**src/rtl/mac2x2_seq_ctrl.sv**
```systemverilog
// mac2x2_seq_ctrl
// Sequencer that sits in front of a 2x2 MAC array. It accepts K operand beats
// (one column of A and one row of B per beat), issues each beat to the array,
// and feeds the array's results back as the accumulator inputs of the next
// beat. After the beat flagged s_last it presents the final 2x2 tile
// C = A*B on a valid/ready result port. Only one beat is ever in flight: the
// next beat is issued only after the array's out_valid for the current one,
// so any fixed array latency L >= 1 is tolerated (beat period = 2 + L).
//
// Ports:
//   clk, rst_n            clock, asynchronous active-low reset
//   s_valid/s_ready       operand beat handshake; s_last marks beat K-1
//   s_a0/s_a1, s_b0/s_b1  A[0][k], A[1][k], B[k][0], B[k][1]
//   mac_in_valid          one-cycle issue pulse to the array
//   mac_a*/mac_b*         operands to the array (held until the next issue)
//   mac_acc**             accumulator inputs to the array
//   mac_out_valid, mac_y** array result strobe and results
//   res_valid/res_ready   final tile handshake; res_c** is the tile
//   beat_cnt              beats completed in the current tile (saturating)
//   err_stray             sticky: mac_out_valid seen while not waiting on one
module mac2x2_seq_ctrl #(
    parameter int DATA_W = 8,
    parameter int ACC_W  = 32,
    parameter int CNT_W  = 16
) (
    input  logic              clk,
    input  logic              rst_n,

    input  logic              s_valid,
    output logic              s_ready,
    input  logic              s_last,
    input  logic [DATA_W-1:0] s_a0,
    input  logic [DATA_W-1:0] s_a1,
    input  logic [DATA_W-1:0] s_b0,
    input  logic [DATA_W-1:0] s_b1,

    output logic              mac_in_valid,
    output logic [DATA_W-1:0] mac_a0,
    output logic [DATA_W-1:0] mac_a1,
    output logic [DATA_W-1:0] mac_b0,
    output logic [DATA_W-1:0] mac_b1,
    output logic [ACC_W-1:0]  mac_acc00,
    output logic [ACC_W-1:0]  mac_acc01,
    output logic [ACC_W-1:0]  mac_acc10,
    output logic [ACC_W-1:0]  mac_acc11,

    input  logic              mac_out_valid,
    input  logic [ACC_W-1:0]  mac_y00,
    input  logic [ACC_W-1:0]  mac_y01,
    input  logic [ACC_W-1:0]  mac_y10,
    input  logic [ACC_W-1:0]  mac_y11,

    output logic              res_valid,
    input  logic              res_ready,
    output logic [ACC_W-1:0]  res_c00,
    output logic [ACC_W-1:0]  res_c01,
    output logic [ACC_W-1:0]  res_c10,
    output logic [ACC_W-1:0]  res_c11,

    output logic [CNT_W-1:0]  beat_cnt,
    output logic              err_stray
);

    typedef enum logic [1:0] {
        IDLE  = 2'd0,
        ISSUE = 2'd1,
        WAIT  = 2'd2,
        DONE  = 2'd3
    } state_t;

    state_t state, state_nxt;

    // Beat operand registers: loaded on the input handshake and left alone
    // until the next one, so the array sees stable operands through WAIT.
    logic [DATA_W-1:0] a0_r, a1_r, b0_r, b1_r;
    logic              last_r;

    // Running accumulator; doubles as the final result tile.
    logic [ACC_W-1:0]  acc00_r, acc01_r, acc10_r, acc11_r;

    logic [CNT_W-1:0]  cnt_r;
    logic              stray_r;

    logic              beat_take;
    logic              res_take;
    logic              first_beat;

    // ------------------------------------------------------------------
    // State register
    // ------------------------------------------------------------------
    always_ff @(posedge clk or negedge rst_n) begin
        if (!rst_n) state <= IDLE;
        else        state <= state_nxt;
    end

    // ------------------------------------------------------------------
    // Next state and decoded outputs
    // ------------------------------------------------------------------
    always_comb begin
        state_nxt    = state;
        s_ready      = 1'b0;
        mac_in_valid = 1'b0;
        res_valid    = 1'b0;
        case (state)
            IDLE: begin
                s_ready = 1'b1;
                if (s_valid) state_nxt = ISSUE;
            end
            ISSUE: begin
                mac_in_valid = 1'b1;
                state_nxt    = WAIT;
            end
            WAIT: begin
                if (mac_out_valid) state_nxt = last_r ? DONE : IDLE;
            end
            DONE: begin
                res_valid = 1'b1;
                if (res_ready) state_nxt = IDLE;
            end
            default: state_nxt = IDLE;
        endcase
    end

    assign beat_take  = (state == IDLE) && s_valid;
    assign res_take   = (state == DONE) && res_ready;
    // The count is cleared when a tile's result is taken, so zero means the
    // beat being issued opens a new tile and must start from a zero
    // accumulator rather than whatever the previous tile left behind.
    assign first_beat = (cnt_r == '0);

    // ------------------------------------------------------------------
    // Operand capture
    // ------------------------------------------------------------------
    always_ff @(posedge clk or negedge rst_n) begin
        if (!rst_n) begin
            a0_r   <= '0;
            a1_r   <= '0;
            b0_r   <= '0;
            b1_r   <= '0;
            last_r <= 1'b0;
        end else if (beat_take) begin
            a0_r   <= s_a0;
            a1_r   <= s_a1;
            b0_r   <= s_b0;
            b1_r   <= s_b1;
            last_r <= s_last;
        end
    end

    // ------------------------------------------------------------------
    // Accumulator capture from the array; only a result arriving in WAIT
    // belongs to the beat in flight.
    // ------------------------------------------------------------------
    always_ff @(posedge clk or negedge rst_n) begin
        if (!rst_n) begin
            acc00_r <= '0;
            acc01_r <= '0;
            acc10_r <= '0;
            acc11_r <= '0;
        end else if ((state == WAIT) && mac_out_valid) begin
            acc00_r <= mac_y00;
            acc01_r <= mac_y01;
            acc10_r <= mac_y10;
            acc11_r <= mac_y11;
        end
    end

    // ------------------------------------------------------------------
    // Beat counter: saturates at all-ones, cleared when the tile is taken.
    // ------------------------------------------------------------------
    always_ff @(posedge clk or negedge rst_n) begin
        if (!rst_n) begin
            cnt_r <= '0;
        end else if (res_take) begin
            cnt_r <= '0;
        end else if ((state == WAIT) && mac_out_valid && (cnt_r != '1)) begin
            cnt_r <= cnt_r + {{(CNT_W-1){1'b0}}, 1'b1};
        end
    end

    // ------------------------------------------------------------------
    // Sticky error for array results that arrive when none is expected.
    // ------------------------------------------------------------------
    always_ff @(posedge clk or negedge rst_n) begin
        if (!rst_n)                              stray_r <= 1'b0;
        else if (mac_out_valid && state != WAIT) stray_r <= 1'b1;
    end

    // ------------------------------------------------------------------
    // Array-side outputs. The accumulator feed is a pure function of held
    // registers, so it is stable across ISSUE and WAIT for free.
    // ------------------------------------------------------------------
    assign mac_a0    = a0_r;
    assign mac_a1    = a1_r;
    assign mac_b0    = b0_r;
    assign mac_b1    = b1_r;
    assign mac_acc00 = first_beat ? '0 : acc00_r;
    assign mac_acc01 = first_beat ? '0 : acc01_r;
    assign mac_acc10 = first_beat ? '0 : acc10_r;
    assign mac_acc11 = first_beat ? '0 : acc11_r;

    assign res_c00   = acc00_r;
    assign res_c01   = acc01_r;
    assign res_c10   = acc10_r;
    assign res_c11   = acc11_r;

    assign beat_cnt  = cnt_r;
    assign err_stray = stray_r;

endmodule

```
**config.mk**
```make
export PLATFORM = sky130hd
export DESIGN_NAME = mac2x2_seq_ctrl
export DESIGN_NICKNAME = d
export VERILOG_FILES = /design/src/rtl/mac2x2_seq_ctrl.sv
export SDC_FILE = /design/constraint.sdc
export NUM_CORES = 1
export LEC_CHECK = 0
export CAP_MARGIN = 25
export CORE_AREA = 2 2 185 187
export CTS_CLUSTER_DIAMETER = 60
export DETAILED_ROUTE_END_ITERATION = 8
export DIE_AREA = 0 0 187 189
export SLEW_MARGIN = 10
export SYNTH_ARGS = -nofsm -noshare
export SYNTH_HDL_FRONTEND = slang
export SYNTH_SLANG_ARGS = --single-unit
```
**constraint.sdc**
```tcl
create_clock -name clk -period 3.05 [get_ports clk]
set_clock_uncertainty 0.1 [all_clocks]
set_input_delay 0.7625 -clock clk [delete_from_list [all_inputs] [get_ports clk]]
set_output_delay 0.7625 -clock clk [all_outputs]
set_load 0.1 [all_outputs]
```
==> qor.yml <==
outcome:
  status: "completed"
synth:
  yosysWarnings: 0
  synthFlopType: "dfrtp_1"
  synthDistinctLibCells: 43
  synth_nets: 1048
  synth-async-reset-ratio: 1.000
  synth_edf_count: 0
  netlist_area_sq_mm: 0.008065
  synth-seq-cells: 180
  syn_avg_cell_area_sq_um: 9.165
  syn-instance-count: 880
  ys_seq_area_frac: 0.5585
clock_network:
  clk_path_buf_depth: 2
  hold_buffers: 0
  htree_levels: 4
  insertion_delay_ps: 440
  cts_buffers: 17
  cts_tree: "yes"
  cts.sinks: 180
  path_clk_slew_ps: 80
  clock-root-buffer: "clkbuf_16"
placement:
  post-place-cells: 1760
  port_buffers: 473
  hpwl_microns: 22270
  place_congestion: 0.8010
route:
  post_drt_via_cell_ratio: 4.272
  ant_nets: 0
  dr_total_vias: 7672
  wl_microns: 30060
  post_drt_wl_per_cell_microns: 16.74
  remaining_drc_errors: 0
  drt_pass1_iterations: 4
  drtIter0Drc: 384
timing:
  hold_viol: 0
  setup_viol: 0
  finalCritPeriodShare: 0.9948
  rsz0062_at_grt: "true"
  fmax_mhz: 329.6
  slew-limit-headroom: 0.4910
  worst_pin_slew_ps: 763.5
  slew_violations: 0
  period_minus_slack_ps: 3034
floorplanning:
  die_y_microns: 189
  core_area_sq_mm: 0.03328
  num_rows: 67
  ios: 474
  dieArea_sq_mm: 0.03534
  die_w_microns: 187
  initial_core_util: 0.2423
cells_and_area:
  fin_cells: 1796
  drive_above_1_share: 0.4036
  area_growth_pct: 86.41
  num-nets-final: 1503
  diodes: 0
global_routing:
  gr-usage-all-layers: 0.1667
  grt_max_degree: 76
  grt_pass1_wl_microns: 46010
  grt_pass1_vias: 7679
  antenna_found_initial: 1
  grt_overflow: 0
job:
  cap_violations: 0
critical_path:
  worstPathRequired_ps: 2190
  slowest_stage: "dfrtp_1"
  start_kind: "register"
  cpPeakStageDelay_ps: 490
  path_class: "reg -> out"
  worstPathMaxFanout: 75
  crit_family: "simple AND/OR/NAND/NOR gates"
  crit_chain: "nor4_2 -> nand4_1 -> buf_4 -> buf_12 -> and2_2 -> buf_12"
  cp-end-kind: "primary output"
  critPathLaunch: "beat_cnt[13]"
  crit_buf_inv: 3
  reg2reg_from: "beat_cnt[0]"
  arrival_ps: 2170
  crit_path_frequent_cell: "buf_12"
hold_path:
  hp-class: "in -> async"
## final cells by class
class / instances / area [sq um]
multi-input combinational: 643 / 3557
sequential: 180 / 4513
fill: 3184 / 18250
tap: 448 / 560.5
timing repair buffer: 489 / 5777
inverter: 4 / 15.01
clock buffer: 19 / 442.9
clock inverter: 13 / 168.9
## sequential cells by signal, indices dropped and copies added, names as in the netlist, 2 cells and up
register  count
res_c00      32
res_c11      32
mac_b0        8
beat_cnt     16
mac_b1        8
mac_a1        8
mac_a0        8
res_c01      32
res_c10      32
state         2
## worst register-to-register path, cell delays in order (launching register included)
cell and delay (ps):
dfrtp_2 360, buf_4 130, ha_1 180, nand3_1 210, nor2_8 210, a41oi_4 120
buf_4 190, and3_2 200, a211o_1 250
## synth_stat cells, types with 3 or more instances
master	instances	area, sq um
nor2b_1	3	18.77
a21oi_1	3	15.01
nand4_1	6	37.54
nor4_1	3	18.77
and3_2	4	30.03
a211o_1	6	52.55
and3_1	7	43.79
o21ai_0	3	15.01
buf_2	22	110.1
inv_1	4	15.01
nand2_1	397	1490
nor2_1	6	22.52
mux2_2	33	371.6
nor3_1	7	35.03
nand3_1	6	30.03
dfrtp_1	180	4504
a31oi_1	3	18.77
clkbuf_1	28	105.1
and2_1	129	807.0
## path summary, 6_finish.rpt
path                                 end  slack (ps)  depth (start not counted)
max                        mac_acc10[11]          20                          6
min                         beat_cnt[11]         210                          1
max reg2reg                 beat_cnt[11]        1000                          8
min reg2reg                    err_stray         380                          1
max in group asynchronous    res_c10[20]        1910                          2
min in group clk               err_stray         380                          1
## layout by cell type (no fill, tap or decap), types with 6 or more instances in the layout
cell / synthesis / final
nand3_1: 6 / 6
buf_12: 0 / 135
buf_4: 0 / 189
clkbuf_16: 0 / 17
nand4_1: 6 / 6
clkdlybuf4s50_1: 0 / 164
inv_6: 0 / 6
and3_1: 7 / 7
dfrtp_1: 180 / 173
and2_4: 0 / 56
dfrtp_2: 0 / 7
a211o_1: 6 / 6
and2_2: 0 / 72
mux2_2: 33 / 33
nand2_1: 397 / 397
nor3_1: 7 / 7
## metrics by stage
| step | setup TNS (ps) | utilization | area, sq um | worst slack [ps] | hold slack [ps] |
|---|---|---|---|---|---|
| after CTS | 0 | 0.4492 | 14950 | 3.140 | 201.8 |
| after floorplan | -6666 | - | 8243 | -60.07 | 366.9 |
| after detailed placement | 0 | 0.4298 | 14300 | 355.8 | 357.2 |
| after global placement | 0 | 0.4298 | 14300 | 347.7 | 345.0 |
| final | 0 | 0.4517 | 15030 | 15.93 | 206.1 |
| after global routing | -8275 | 0.4517 | 15030 | -97.83 | 224.7 |
## logic make-up after synthesis
group / Yosys count / synth area share
AND/OR/NAND/NOR: 578 / 0.3272
flip-flops: 180 / 0.5585
buffers and inverters: 57 / 0.03304
multiplexers: 34 / 0.04732
AO/OA/AOI/OAI: 27 / 0.02870
XOR/XNOR: 2 / 0.002172
adder cells (fa/ha/maj): 2 / 0.003102
## timing repair
item | in CTS | in global routing
endpoints found under the setup margin | 128 | 128
resized for setup | 4 | 52
pin swaps | 1 | 2
setup buffers | 3 | 1
## per-layer routing
layer	wire length, microns	global-route usage	part of all wire	vias to the layer above
li1	-	-	-	3672
met4	750	0.06227	0.025	2
met2	15010	0.2871	0.50	349
met3	2150	0.04560	0.072	41
met1	12140	0.1989	0.40	3608
met5	13	0	0.00043	-
Power is not shown: default switching activity piles up to over one toggle a cycle in this logic, so the estimate is an artifact.
